[config.mk]
export PLATFORM = sky130hd
export DESIGN_NAME = mem_arbiter
export DESIGN_NICKNAME = d
export VERILOG_FILES = /design/src/rtl/mem_arb_pkg.sv /design/src/rtl/mem_arbiter_rr.sv /design/src/rtl/mem_arbiter.sv
export SDC_FILE = /design/constraint.sdc
export NUM_CORES = 1
export LEC_CHECK = 0
export ABC_AREA = 0
export CELL_PAD_IN_SITES_DETAIL_PLACEMENT = 0
export CELL_PAD_IN_SITES_GLOBAL_PLACEMENT = 1
export CORE_MARGIN = 5
export CORE_UTILIZATION = 28
export DETAILED_ROUTE_END_ITERATION = 16
export MAX_ROUTING_LAYER = met4
export PLACE_DENSITY = 0.89
export SETUP_SLACK_MARGIN = 0.02
export SLEW_MARGIN = 20
export SYNTH_ARGS = -nofsm -noshare
export SYNTH_HDL_FRONTEND = slang
export SYNTH_SLANG_ARGS = --single-unit
[constraint.sdc]
create_clock -name clk -period 1.45 [get_ports clk]
set_input_delay 0.145 -clock clk [delete_from_list [all_inputs] [get_ports clk]]
set_output_delay 0.145 -clock clk [all_outputs]
set_load 0.005 [all_outputs]
[src/rtl/mem_arb_pkg.sv]
// Shared definitions for the two-requester memory arbiter: default widths,
// controller states and memory mode encodings.
package mem_arb_pkg;

  localparam int ADDR_W_DEF = 5;
  localparam int DATA_W_DEF = 32;

  typedef enum logic [1:0] {
    IDLE   = 2'd0,
    ACCESS = 2'd1,
    RESP   = 2'd2
  } state_t;

  localparam logic MODE_READ  = 1'b0;
  localparam logic MODE_WRITE = 1'b1;

endpackage

[src/rtl/mem_arbiter_rr.sv]
// Two-way round-robin winner select: on a tie the requester that was not
// granted last wins; a lone requester always wins.
module rr_arbiter2
  import mem_arb_pkg::*;
(
  input  logic [1:0] req,
  input  logic       last,
  output logic       grant
);

  // pick the winning index from the current request pair
  always_comb begin
    grant = 1'b0;
    case (req)
      2'b01:   grant = 1'b0;
      2'b10:   grant = 1'b1;
      2'b11:   grant = ~last;
      default: grant = 1'b0;
    endcase
  end

endmodule

[src/rtl/mem_arbiter.sv]
// Arbitrates two requesters onto a single-port memory with combinational
// read data; one access every three cycles (IDLE -> ACCESS -> RESP).
module mem_arbiter
  import mem_arb_pkg::*;
#(
  parameter int ADDR_W = ADDR_W_DEF,
  parameter int DATA_W = DATA_W_DEF
) (
  input  logic              clk,
  input  logic              rst_n,
  input  logic              r0_req,
  input  logic              r0_we,
  input  logic [ADDR_W-1:0] r0_addr,
  input  logic [DATA_W-1:0] r0_wdata,
  output logic              r0_gnt,
  output logic              r0_rvalid,
  output logic [DATA_W-1:0] r0_rdata,
  input  logic              r1_req,
  input  logic              r1_we,
  input  logic [ADDR_W-1:0] r1_addr,
  input  logic [DATA_W-1:0] r1_wdata,
  output logic              r1_gnt,
  output logic              r1_rvalid,
  output logic [DATA_W-1:0] r1_rdata,
  output logic              mem_mode,
  output logic [ADDR_W-1:0] mem_address,
  output logic [DATA_W-1:0] mem_dataIn,
  input  logic [DATA_W-1:0] mem_dataOut
);

  state_t              state_r, state_s;
  logic                idx_r, idx_s;
  logic                we_r, we_s;
  logic [ADDR_W-1:0]   addr_r, addr_s;
  logic [DATA_W-1:0]   wdata_r, wdata_s;
  logic                last_r, last_s;
  logic                win_s;
  logic [1:0]          gnt_r, gnt_s;
  logic [1:0]          rvalid_r, rvalid_s;
  logic [1:0]          cap_s;
  logic                mode_r, mode_s;
  logic [ADDR_W-1:0]   maddr_r, maddr_s;
  logic [DATA_W-1:0]   mdin_r, mdin_s;
  logic [DATA_W-1:0]   rdata0_r, rdata1_r;

  rr_arbiter2 u_rr (
    .req   ({r1_req, r0_req}),
    .last  (last_r),
    .grant (win_s)
  );

  // next state, command latch and next values of the registered outputs
  always_comb begin
    state_s  = state_r;
    idx_s    = idx_r;
    we_s     = we_r;
    addr_s   = addr_r;
    wdata_s  = wdata_r;
    last_s   = last_r;
    gnt_s    = 2'b00;
    rvalid_s = 2'b00;
    cap_s    = 2'b00;
    mode_s   = MODE_READ;
    maddr_s  = {ADDR_W{1'b0}};
    mdin_s   = {DATA_W{1'b0}};
    case (state_r)
      IDLE: begin
        if (r0_req || r1_req) begin
          state_s = ACCESS;
          idx_s   = win_s;
          last_s  = win_s;
          if (win_s) begin
            we_s    = r1_we;
            addr_s  = r1_addr;
            wdata_s = r1_wdata;
          end else begin
            we_s    = r0_we;
            addr_s  = r0_addr;
            wdata_s = r0_wdata;
          end
          // memory-side outputs are registered, so they are loaded on entry to ACCESS
          gnt_s   = win_s ? 2'b10 : 2'b01;
          mode_s  = we_s ? MODE_WRITE : MODE_READ;
          maddr_s = addr_s;
          mdin_s  = wdata_s;
        end else begin
          state_s = IDLE;
        end
      end
      ACCESS: begin
        state_s  = RESP;
        rvalid_s = idx_r ? 2'b10 : 2'b01;
        if (!we_r) begin
          cap_s = idx_r ? 2'b10 : 2'b01;
        end else begin
          cap_s = 2'b00;
        end
      end
      RESP: begin
        state_s = IDLE;
      end
      default: begin
        state_s = IDLE;
      end
    endcase
  end

  // state, command and output registers; reset drops mem_mode at once
  always_ff @(posedge clk or negedge rst_n) begin
    if (!rst_n) begin
      state_r  <= IDLE;
      idx_r    <= 1'b0;
      we_r     <= 1'b0;
      addr_r   <= {ADDR_W{1'b0}};
      wdata_r  <= {DATA_W{1'b0}};
      last_r   <= 1'b1;
      gnt_r    <= 2'b00;
      rvalid_r <= 2'b00;
      mode_r   <= MODE_READ;
      maddr_r  <= {ADDR_W{1'b0}};
      mdin_r   <= {DATA_W{1'b0}};
    end else begin
      state_r  <= state_s;
      idx_r    <= idx_s;
      we_r     <= we_s;
      addr_r   <= addr_s;
      wdata_r  <= wdata_s;
      last_r   <= last_s;
      gnt_r    <= gnt_s;
      rvalid_r <= rvalid_s;
      mode_r   <= mode_s;
      maddr_r  <= maddr_s;
      mdin_r   <= mdin_s;
    end
  end

  // read data is captured only for reads and held across writes
  always_ff @(posedge clk or negedge rst_n) begin
    if (!rst_n) begin
      rdata0_r <= {DATA_W{1'b0}};
      rdata1_r <= {DATA_W{1'b0}};
    end else begin
      if (cap_s[0]) begin
        rdata0_r <= mem_dataOut;
      end
      if (cap_s[1]) begin
        rdata1_r <= mem_dataOut;
      end
    end
  end

  assign r0_gnt      = gnt_r[0];
  assign r1_gnt      = gnt_r[1];
  assign r0_rvalid   = rvalid_r[0];
  assign r1_rvalid   = rvalid_r[1];
  assign r0_rdata    = rdata0_r;
  assign r1_rdata    = rdata1_r;
  assign mem_mode    = mode_r;
  assign mem_address = maddr_r;
  assign mem_dataIn  = mdin_r;

endmodule

==> flow_summary_export.csv, run 1 <==
group,metric,value,unit
timing,max_freq,681,MHz
timing,post-route-min-period,1.47,ns
floorplan,start_util,28.6,%
global_routing,gr-total-overflow,0,
critical_path,cpPeakStageDelay,0.37,ns
timing,rsz0062_at_grt,"true",
run,max_cap_violations,0,
pwr,cellPowerDensity,1980,nW/um^2
finish,nNetsFinal,597,
finish,layout_commonest_cell,"clkdlybuf4s50_1",
floorplan,core,14600,sq um
global_routing,grt_max_degree,38,
finish,drive_gt1_share,22.5,%
timing,fin_crit_sh,101,%
placed_design,dpl.hpwl,8.90,mm
global_routing,grt_pass1_vias,3418,
timing,tightestPinTransition,0.542,ns
logic_synthesis,synth-seq-area-share,66.5,%
routing,postRouteAntennaNets,0,
cts,path_clk_slew,0.07,ns
placed_design,port_buffers,217,
timing,fin_skew,0.00617,ns
timing,setup_viol,21,
cts,cts_inserted_buffers,9,
global_routing,grt_usage,13.6,%
pwr,power.leakage,3.24,nW
critical_path,critPathRequiredTime,1.68,ns
placed_design,pre_cts_ws,-0.0330,ns
logic_synthesis,ys_types,23,
finish,n_fill_cell,1233,
min_path,hold_class,"in2async",
critical_path,crit_type,"reg2reg",
critical_path,path_delay_family,"simple AND/OR/NAND/NOR gates",
cts,clk_latency,0.35,ns
critical_path,crit_path_top_delay_cell,"dfrtp_1",
run_status,violations,"setup timing",
pwr,ir_worst_vdd,0.000690,V
timing,slew_violations,0,
timing,hold_violations,0,
critical_path,cp.arrival,1.70,ns
floorplan,die_area,17500,sq um
floorplan,dieWidth,132,um
floorplan,ios,218,
global_routing,antenna_found_initial,0,
routing,via_per_inst,4.48,
global_routing,grt_pass1_wl,18.1,mm
critical_path,r2r_cells,5,
logic_synthesis,synthesis.area,4180,sq um
cts,cts_buffer_depth,2,
finish,diodes,0,
critical_path,cp-end-kind,"flop",
routing,routedWlPerCell,17.7,um
finish,mostFrequentLayoutCells,"213 x clkdlybuf4s50_1, 110 x dfrtp_1, 62 x mux2_4",
logic_synthesis,synth_cells,247,
routing,vias,3015,
critical_path,reg2reg_to,"r1_rdata[31]",
critical_path,crit_path_start_kind,"flop",
logic_synthesis,synth-seq-cells,111,
critical_path,r2r_slack,-0.02,ns
routing,drt_first_pass_iters,4,
logic_synthesis,ys.warnings.count,0,
critical_path,path_buf_inv,2,
routing,totalWireLength,11.9,mm
routing,drc,0,
critical_path,path_max_fanout,7,
floorplan,num_rows,44,
timing,slew_headroom,63.9,%
floorplan,die_h,132,um
routing,drtIter0Drc,84,
critical_path,r2r-start,"state_r[1]",
cts,clock-root-buffer,"clkbuf_16",
timing,worst_slack,-0.0183,ns
cts,cts_sinks,111,
critical_path,path_cells,"nand2b_4 > inv_2 > and3_4 > buf_4 > mux2_2",
placed_design,globalplace.congestion,0.757,
logic_synthesis,synth_nets,359,
cts,tritoncts,"built",
cts,htree_levels,3,
finish,syn2layout_area_growth,74.0,%
run_status,status,"finished with violations",
pwr,power,14.4,mW
logic_synthesis,syn_avg_cell_area,16.9,sq um
==> how the worst max path moves through the flow <==
stage	from	endpoint	slack (ns)	cells past startpoint
after detailed placement	r1_req	mem_address[2]	-0.03	5
after CTS	state_r[1]	r1_rdata[13]	-0.03	5
after global routing	state_r[1]	r1_rdata[13]	-0.07	5
final	state_r[1]	r1_rdata[31]	-0.02	5
after floorplan	state_r[1]	r1_rdata[10]	0.04	6
after global placement	state_r[1]	r1_rdata[9]	0.002	5
==> stage by stage <==
step           std cells  TNS, ns  hold WS (ns)  utilization (%)  cell area (sq um)
2_1_floorplan        247        0        -0.151                -               4180
3_3_place_gp         652        0         0.154             45.9               6700
3_5_place_dp         652   -0.498         0.163             45.9               6700
4_1_cts              669   -0.350         0.323             48.3               7050
5_1_grt              673    -2.28         0.374             49.8               7270
6_report             673   -0.170         0.332             49.8               7270
==> per-layer routing <==
metal / global-route usage, % / wire length [um]
met1: 16.0 / 5010
met2: 20.3 / 5520
met3: 6.83 / 1280
met4: 4.51 / 116
met5: - / 0
==> registers in the layout, summed over array words and instances (netlist names), 2 cells and up <==
name / cells
gnt_r: 2
mem_address: 5
mem_dataIn: 32
r0_rdata: 32
r1_rdata: 32
rvalid_r: 2
state_r: 2
==> power by group <==
part	total [mW]	internal, mW	switching, mW
sequential	5.14	4.44	0.697
clock	2.77	1.68	1.10
combinational	6.47	4.52	1.95
==> cell type report <==
cell class / instances / area (sq um) / area share (%)
clock buffer: 9 / 225 / 3.10
clock inverter: 6 / 110 / 1.51
inverter: 3 / 11.3 / 0.155
multi-input combinational: 117 / 1400 / 19.3
sequential: 111 / 2780 / 38.2
tap: 184 / 230 / 3.17
timing repair buffer: 243 / 2510 / 34.5
==> repair_timing <==
action                                  4_1_cts  5_1_grt
gates cloned                                  0        3
endpoints found under the hold margin        30        0
hold buffers                                  1        0
endpoints found under the setup margin       31       67
gates resized for setup                       0       37
setup buffers                                 1        1
==> cell usage after synthesis, drive strengths merged <==
master / n / area share (%)
a22o: 37 / 7.8
o21ai: 1 / 0.12
dfstp: 1 / 0.63
nor3: 1 / 0.24
buf: 14 / 2.5
nand2b: 2 / 0.48
mux2: 64 / 20
nor2: 3 / 0.27
a21o: 2 / 0.36
and2: 2 / 0.30
and3: 2 / 0.42
a21boi: 1 / 0.18
dfrtp: 110 / 66
mux2i: 2 / 0.48
clkbuf: 2 / 0.18
inv: 3 / 0.27
==> logic make-up (layout without fill, tap and decap cells) <==
kind of cell / count (synthesis) / in the layout / share of synthesized area [%]
flops: 111 / 111 / 66.5
buf+inv: 19 / 261 / 2.91
mux: 66 / 66 / 20.4
simple gates: 10 / 10 / 1.71
compound gates: 41 / 41 / 8.42
No activity file was read; power rests on OpenSTA's default activity.
==> inputs of run 2 (changes only) <==
Settings changed: REMOVE_ABC_BUFFERS set to 1.
==> run 2 against run 1 <==
  * The flow still finishes with violations (setup timing)
  * Fmax shrank 2.6%
  * Clock skew increased by 0.0048 ns
  * Final cell count fell by 1.0%
  * Register-to-register slack got worse by 0.04 ns
  * Routed wire length grew 2.4%
  * Combinational power down 0.8%
  * Core utilization fell by 0.71 points
  * Largest power group unchanged
==> flow_summary_export.csv, run 2 (synthesis results as in run 1) <==
group,metric,value,unit
run_status,violations,"setup timing",
routing,drt_first_pass_iters,4,
floorplan,core,14600,sq um
critical_path,r2r_slack,-0.06,ns
timing,slew_violations,0,
floorplan,ios,218,
pwr,power,14.0,mW
pwr,power.leakage,3.18,nW
cts,htree_levels,3,
timing,fin_skew,0.0109,ns
pwr,power_switching,3.72,mW
global_routing,grt_max_degree,61,
global_routing,antenna_found_initial,0,
critical_path,crit_type,"reg2reg",
pwr,ir_worst_vdd,0.000667,V
timing,worst_slack,-0.0569,ns
floorplan,die_h,132,um
finish,mostFrequentLayoutCells,"213 x clkdlybuf4s50_1, 110 x dfrtp_1, 62 x mux2_4",
placed_design,port_buffers,217,
routing,drtIter0Drc,74,
run_status,status,"finished with violations",
critical_path,cp-end-kind,"flop",
finish,finish.instance_area,7160,sq um
routing,postRouteAntennaNets,0,
routing,routedWlPerCell,18.3,um
timing,fin_crit_sh,104,%
finish,n_fill_cell,1221,
floorplan,die_area,17500,sq um
pwr,intPower,10.3,mW
cts,cts_buffer_depth,2,
placed_design,dpl.hpwl,8.72,mm
timing,tightestPinTransition,0.327,ns
global_routing,gr-total-overflow,0,
placed_design,placed_area,6650,sq um
cts,path_clk_slew,0.07,ns
critical_path,cp.arrival,1.73,ns
pwr,combPwrFrac,45.9,%
routing,totalWireLength,12.2,mm
critical_path,r2r-start,"state_r[1]",
global_routing,grt_pass1_wl,18.2,mm
timing,hold_violations,0,
finish,instances_no_fill,666,
global_routing,grt_usage,13.4,%
placed_design,dp_cells,645,
run,max_cap_violations,0,
finish,syn2layout_area_growth,71.5,%
global_routing,grt_pass1_vias,3451,
pwr,seqPwrFrac,37.0,%
cts,cts_sinks,111,
pwr,cellPowerDensity,1950,nW/um^2
critical_path,crit_path_start_kind,"flop",
critical_path,critPathLaunch,"state_r[1]",
cts,cts_inserted_buffers,9,
cts,tritoncts,"built",
floorplan,dieWidth,132,um
cts,clk_latency,0.34,ns
pwr,clkPwrFrac,17.1,%
critical_path,critPathRequiredTime,1.67,ns
finish,nNetsFinal,590,
floorplan,start_util,28.6,%
finish,drive_gt1_share,21.0,%
timing,slew_headroom,78.0,%
timing,post-route-min-period,1.51,ns
placed_design,globalplace.congestion,0.743,
timing,setup_viol,57,
timing,max_freq,664,MHz
routing,via_per_inst,4.52,
cts,clock-root-buffer,"clkbuf_16",
min_path,hold_class,"in2async",
floorplan,num_rows,44,
finish,layout_commonest_cell,"clkdlybuf4s50_1",
critical_path,path_max_fanout,21,
routing,vias,3010,
timing,rsz0062_at_grt,"true",
finish,diodes,0,
routing,drc,0,
pwr,swShare,26.6,%
[run 2: changes by cell type in the layout (fill, tap and decap cells not counted)]
cell	before	now
buf_4	16	8
bufinv_16	3	1
clkbuf_1	0	2
buf_6	0	1
clkinv_2	1	2
clkinvlp_4	2	1
[run 2: routing by layer]
layer	global-route usage (%)	wire length, um
met1	16.0	5230
met2	20.8	5650
met3	6.26	1210
met4	3.14	116
met5	-	0
[run 2: critical path, cell delays in order, from the launching register on]
cell      delay [ns]
dfrtp_1         0.39
nand2b_4        0.16
inv_2           0.06
and3_4          0.23
buf_12          0.21
mux2_4          0.32
[run 2: cell type report]
cell class                 instances  area (sq um)  share of cell area, %
sequential                       111          2780                   38.8
timing repair buffer             236          2460                   34.4
multi-input combinational        117          1400                   19.6
clock buffer                      11           233                   3.25
tap                              184           230                   3.21
clock inverter                     4          47.5                  0.664
inverter                           3          11.3                  0.157
[run 2: per-stage QoR]
stage	setup WS (ns)	util, %	hold WS (ns)	TNS, ns
floorplan	-0.853	-	-0.151	-37.76
global placement	-0.0226	45.5	0.0494	-0.822
detailed placement	-0.113	45.5	0.0582	-4.03
CTS	-0.0578	47.6	0.254	-1.07
global route	-0.113	49.1	0.280	-4.91
finish	-0.0569	49.1	0.264	-1.55
[run 2: worst paths after layout]
path | end | cells past startpoint
worst max-delay path | r1_rdata[16] | 5
worst min-delay path | mem_mode | 2
worst max register to register | r1_rdata[16] | 5
worst min register to register | r1_rdata[4] | 1
max in group asynchronous | mem_dataIn[14] | 3
min in group clk | mem_dataIn[11] | 2
[run 2: what timing repair did]
| item | 4_1_cts | 5_1_grt |
|---|---|---|
| setup buffers | 0 | 2 |
| resized for setup | 4 | 34 |
| cloned | 0 | 3 |
| endpoints found under the hold margin | 42 | 0 |
| endpoints found under the setup margin | 40 | 67 |
| hold buffers | 1 | 0 |
[run 2: power groups by stage]
stage	clock (mW)	combinational, mW	sequential, mW
floorplan	0	2.10	5.20
global placement	0	5.77	5.14
detailed placement	0	5.88	5.21
CTS	2.47	5.96	5.16
global route	2.58	6.82	5.33
finish	2.39	6.42	5.18
==> inputs of run 3 (changes only) <==
Settings changed: CORE_UTILIZATION 28 to 33, PLACE_DENSITY 0.89 to 0.95, SLEW_MARGIN 20 to not set.
Clock period 1.45 ns to 1.8 ns, I/O delays scaled along.
==> run 3 against run 2 <==
  * The flow now finishes without violations
  * Total power fell by 24%
  * Register-to-register slack better by 0.29 ns
  * Clock-buffer cell count did not move
  * Worst hold slack better by 0.17 ns
  * Critical endpoint is now r1_rdata[13]
  * Highest routed layer unchanged
==> flow_summary_export.csv, run 3 (synthesis results as in run 1) <==
group,metric,value,unit
floorplan,core,12500,sq um
floorplan,num_rows,41,
routing,totalWireLength,11.4,mm
critical_path,critPathRequiredTime,2.03,ns
critical_path,crit_path_start_kind,"flop",
finish,multiInputGateArea,1280,sq um
routing,routedWlPerCell,17.6,um
floorplan,die_area,15000,sq um
global_routing,grt_pass1_vias,3331,
timing,slew_headroom,58.6,%
cts,htree_levels,3,
cts,path_clk_slew,0.07,ns
timing,fin_skew,0.00529,ns
cts,tritoncts,"built",
global_routing,gr-total-overflow,0,
cts,cts_setup_buffers,0,
critical_path,path_cells,"nand2b_4 > inv_2 > and3_4 > buf_12 > mux2_4",
timing,tightestPinTransition,0.615,ns
floorplan,ios,218,
finish,final-seq-area,2780,sq um
finish,mostFrequentLayoutCells,"216 x clkdlybuf4s50_1, 110 x dfrtp_1, 37 x a22o_1",
cts,cts_inserted_buffers,9,
timing,post-route-min-period,1.57,ns
critical_path,crit_type,"reg2reg",
min_path,hold_depth,2,
global_routing,grt_usage,15.9,%
pwr,power.leakage,2.97,nW
min_path,hold_start,"r1_wdata[12]",
pwr,cellPowerDensity,1550,nW/um^2
cts,clock-root-buffer,"clkbuf_16",
placed_design,globalplace.congestion,0.819,
finish,syn2layout_area_growth,64.7,%
finish,diodes,0,
critical_path,cp-end-kind,"flop",
timing,hold_violations,0,
placed_design,dpl.hpwl,8.76,mm
floorplan,dieWidth,123,um
min_path,hold_class,"in2reg",
run,max_cap_violations,0,
routing,drt_first_pass_iters,6,
critical_path,r2r_cells,5,
placed_design,port_buffers,217,
floorplan,start_util,33.4,%
critical_path,reg2reg_to,"r1_rdata[13]",
timing,fin_crit_sh,87.2,%
finish,nNetsFinal,582,
global_routing,grt_max_degree,112,
routing,drtIter0Drc,154,
routing,via_per_inst,4.56,
run_status,status,"finished, final reports clean",
critical_path,path_max_fanout,14,
global_routing,antenna_found_initial,0,
critical_path,r2r-start,"state_r[1]",
cts,cts_buffer_depth,2,
timing,fin_setup_tns,0,ns
routing,drc,0,
timing,rsz0062_at_grt,"false",
global_routing,grt_pass1_wl,17.6,mm
timing,slew_violations,0,
floorplan,die_h,123,um
routing,vias,2950,
critical_path,r2r_slack,0.23,ns
critical_path,cp.arrival,1.80,ns
critical_path,crit_path_top_delay_cell,"dfrtp_1",
pwr,power,10.6,mW
routing,postRouteAntennaNets,0,
pwr,ir_worst_vdd,0.000632,V
finish,n_fill_cell,1041,
cts,cts_sinks,111,
finish,layout_commonest_cell,"clkdlybuf4s50_1",
critical_path,critPathLaunch,"state_r[1]",
timing,setup_viol,0,
critical_path,cpPeakStageDelay,0.38,ns
finish,drive_gt1_share,19.8,%
cts,clk_latency,0.34,ns
timing,max_freq,637,MHz
min_path,hold_end,"mem_dataIn[12]",
## run 3: critical path: cells and delay by family, from the launching register on
| kind | cells | cell delay, ns |
|---|---|---|
| buffers and inverters | 2 | 0.26 |
| DFF | 1 | 0.38 |
| muxes | 1 | 0.31 |
| and+or+nand+nor | 2 | 0.48 |
## run 3: how the worst max path moves through the flow
stage | endpoint | cells past startpoint
finish | r1_rdata[13] | 5
global route | r1_rdata[13] | 5
CTS | r1_rdata[13] | 5
detailed placement | mem_dataIn[27] | 5
global placement | r1_rdata[11] | 5
floorplan | r0_rdata[0] | 3
## run 3: repair_timing
item / in CTS / in global routing
hold endpoints to repair: 110 / 0
hold buffers: 1 / 0
resized for setup: 0 / 0
## run 3: where the power goes
group | total [mW] | internal (mW) | switching (mW)
sequential | 4.13 | 3.58 | 0.552
combinational | 4.62 | 3.20 | 1.42
clock | 1.88 | 1.01 | 0.872
total | 10.6 | 7.79 | 2.85
## run 3: area by class of cell
| cell class | count | area share (%) |
|---|---|---|
| multi-input cells | 117 | 18.6 |
| clock inverters | 5 | 0.473 |
| well taps | 172 | 3.13 |
| repair buffers | 228 | 33.5 |
| flip-flops and latches | 111 | 40.4 |
| inverters | 3 | 0.164 |
| clock buffers | 11 | 3.67 |
## run 3: stage by stage
| step | utilization (%) | setup slack [ns] | std cells | area, sq um | hold WS (ns) |
|---|---|---|---|---|---|
| 2_1_floorplan | - | -0.503 | 231 | 4070 | -0.116 |
| 3_3_place_gp | 52.6 | 0.260 | 630 | 6580 | 0.298 |
| 3_5_place_dp | 52.6 | 0.211 | 630 | 6580 | 0.309 |
| 4_1_cts | 54.9 | 0.206 | 647 | 6880 | 0.413 |
| 5_1_grt | 54.9 | 0.160 | 647 | 6880 | 0.427 |
| 6_report | 54.9 | 0.231 | 647 | 6880 | 0.430 |
## run 3: layer usage
metal  global-route usage, %  vias to the layer above  part of all wire [%]
li1                        -                     1329                     -
met1                    19.1                     1451                    41
met2                    24.4                      156                    47
met3                    6.45                       14                    10
met4                    5.53                        0                   1.7
met5                       -                        -                     0
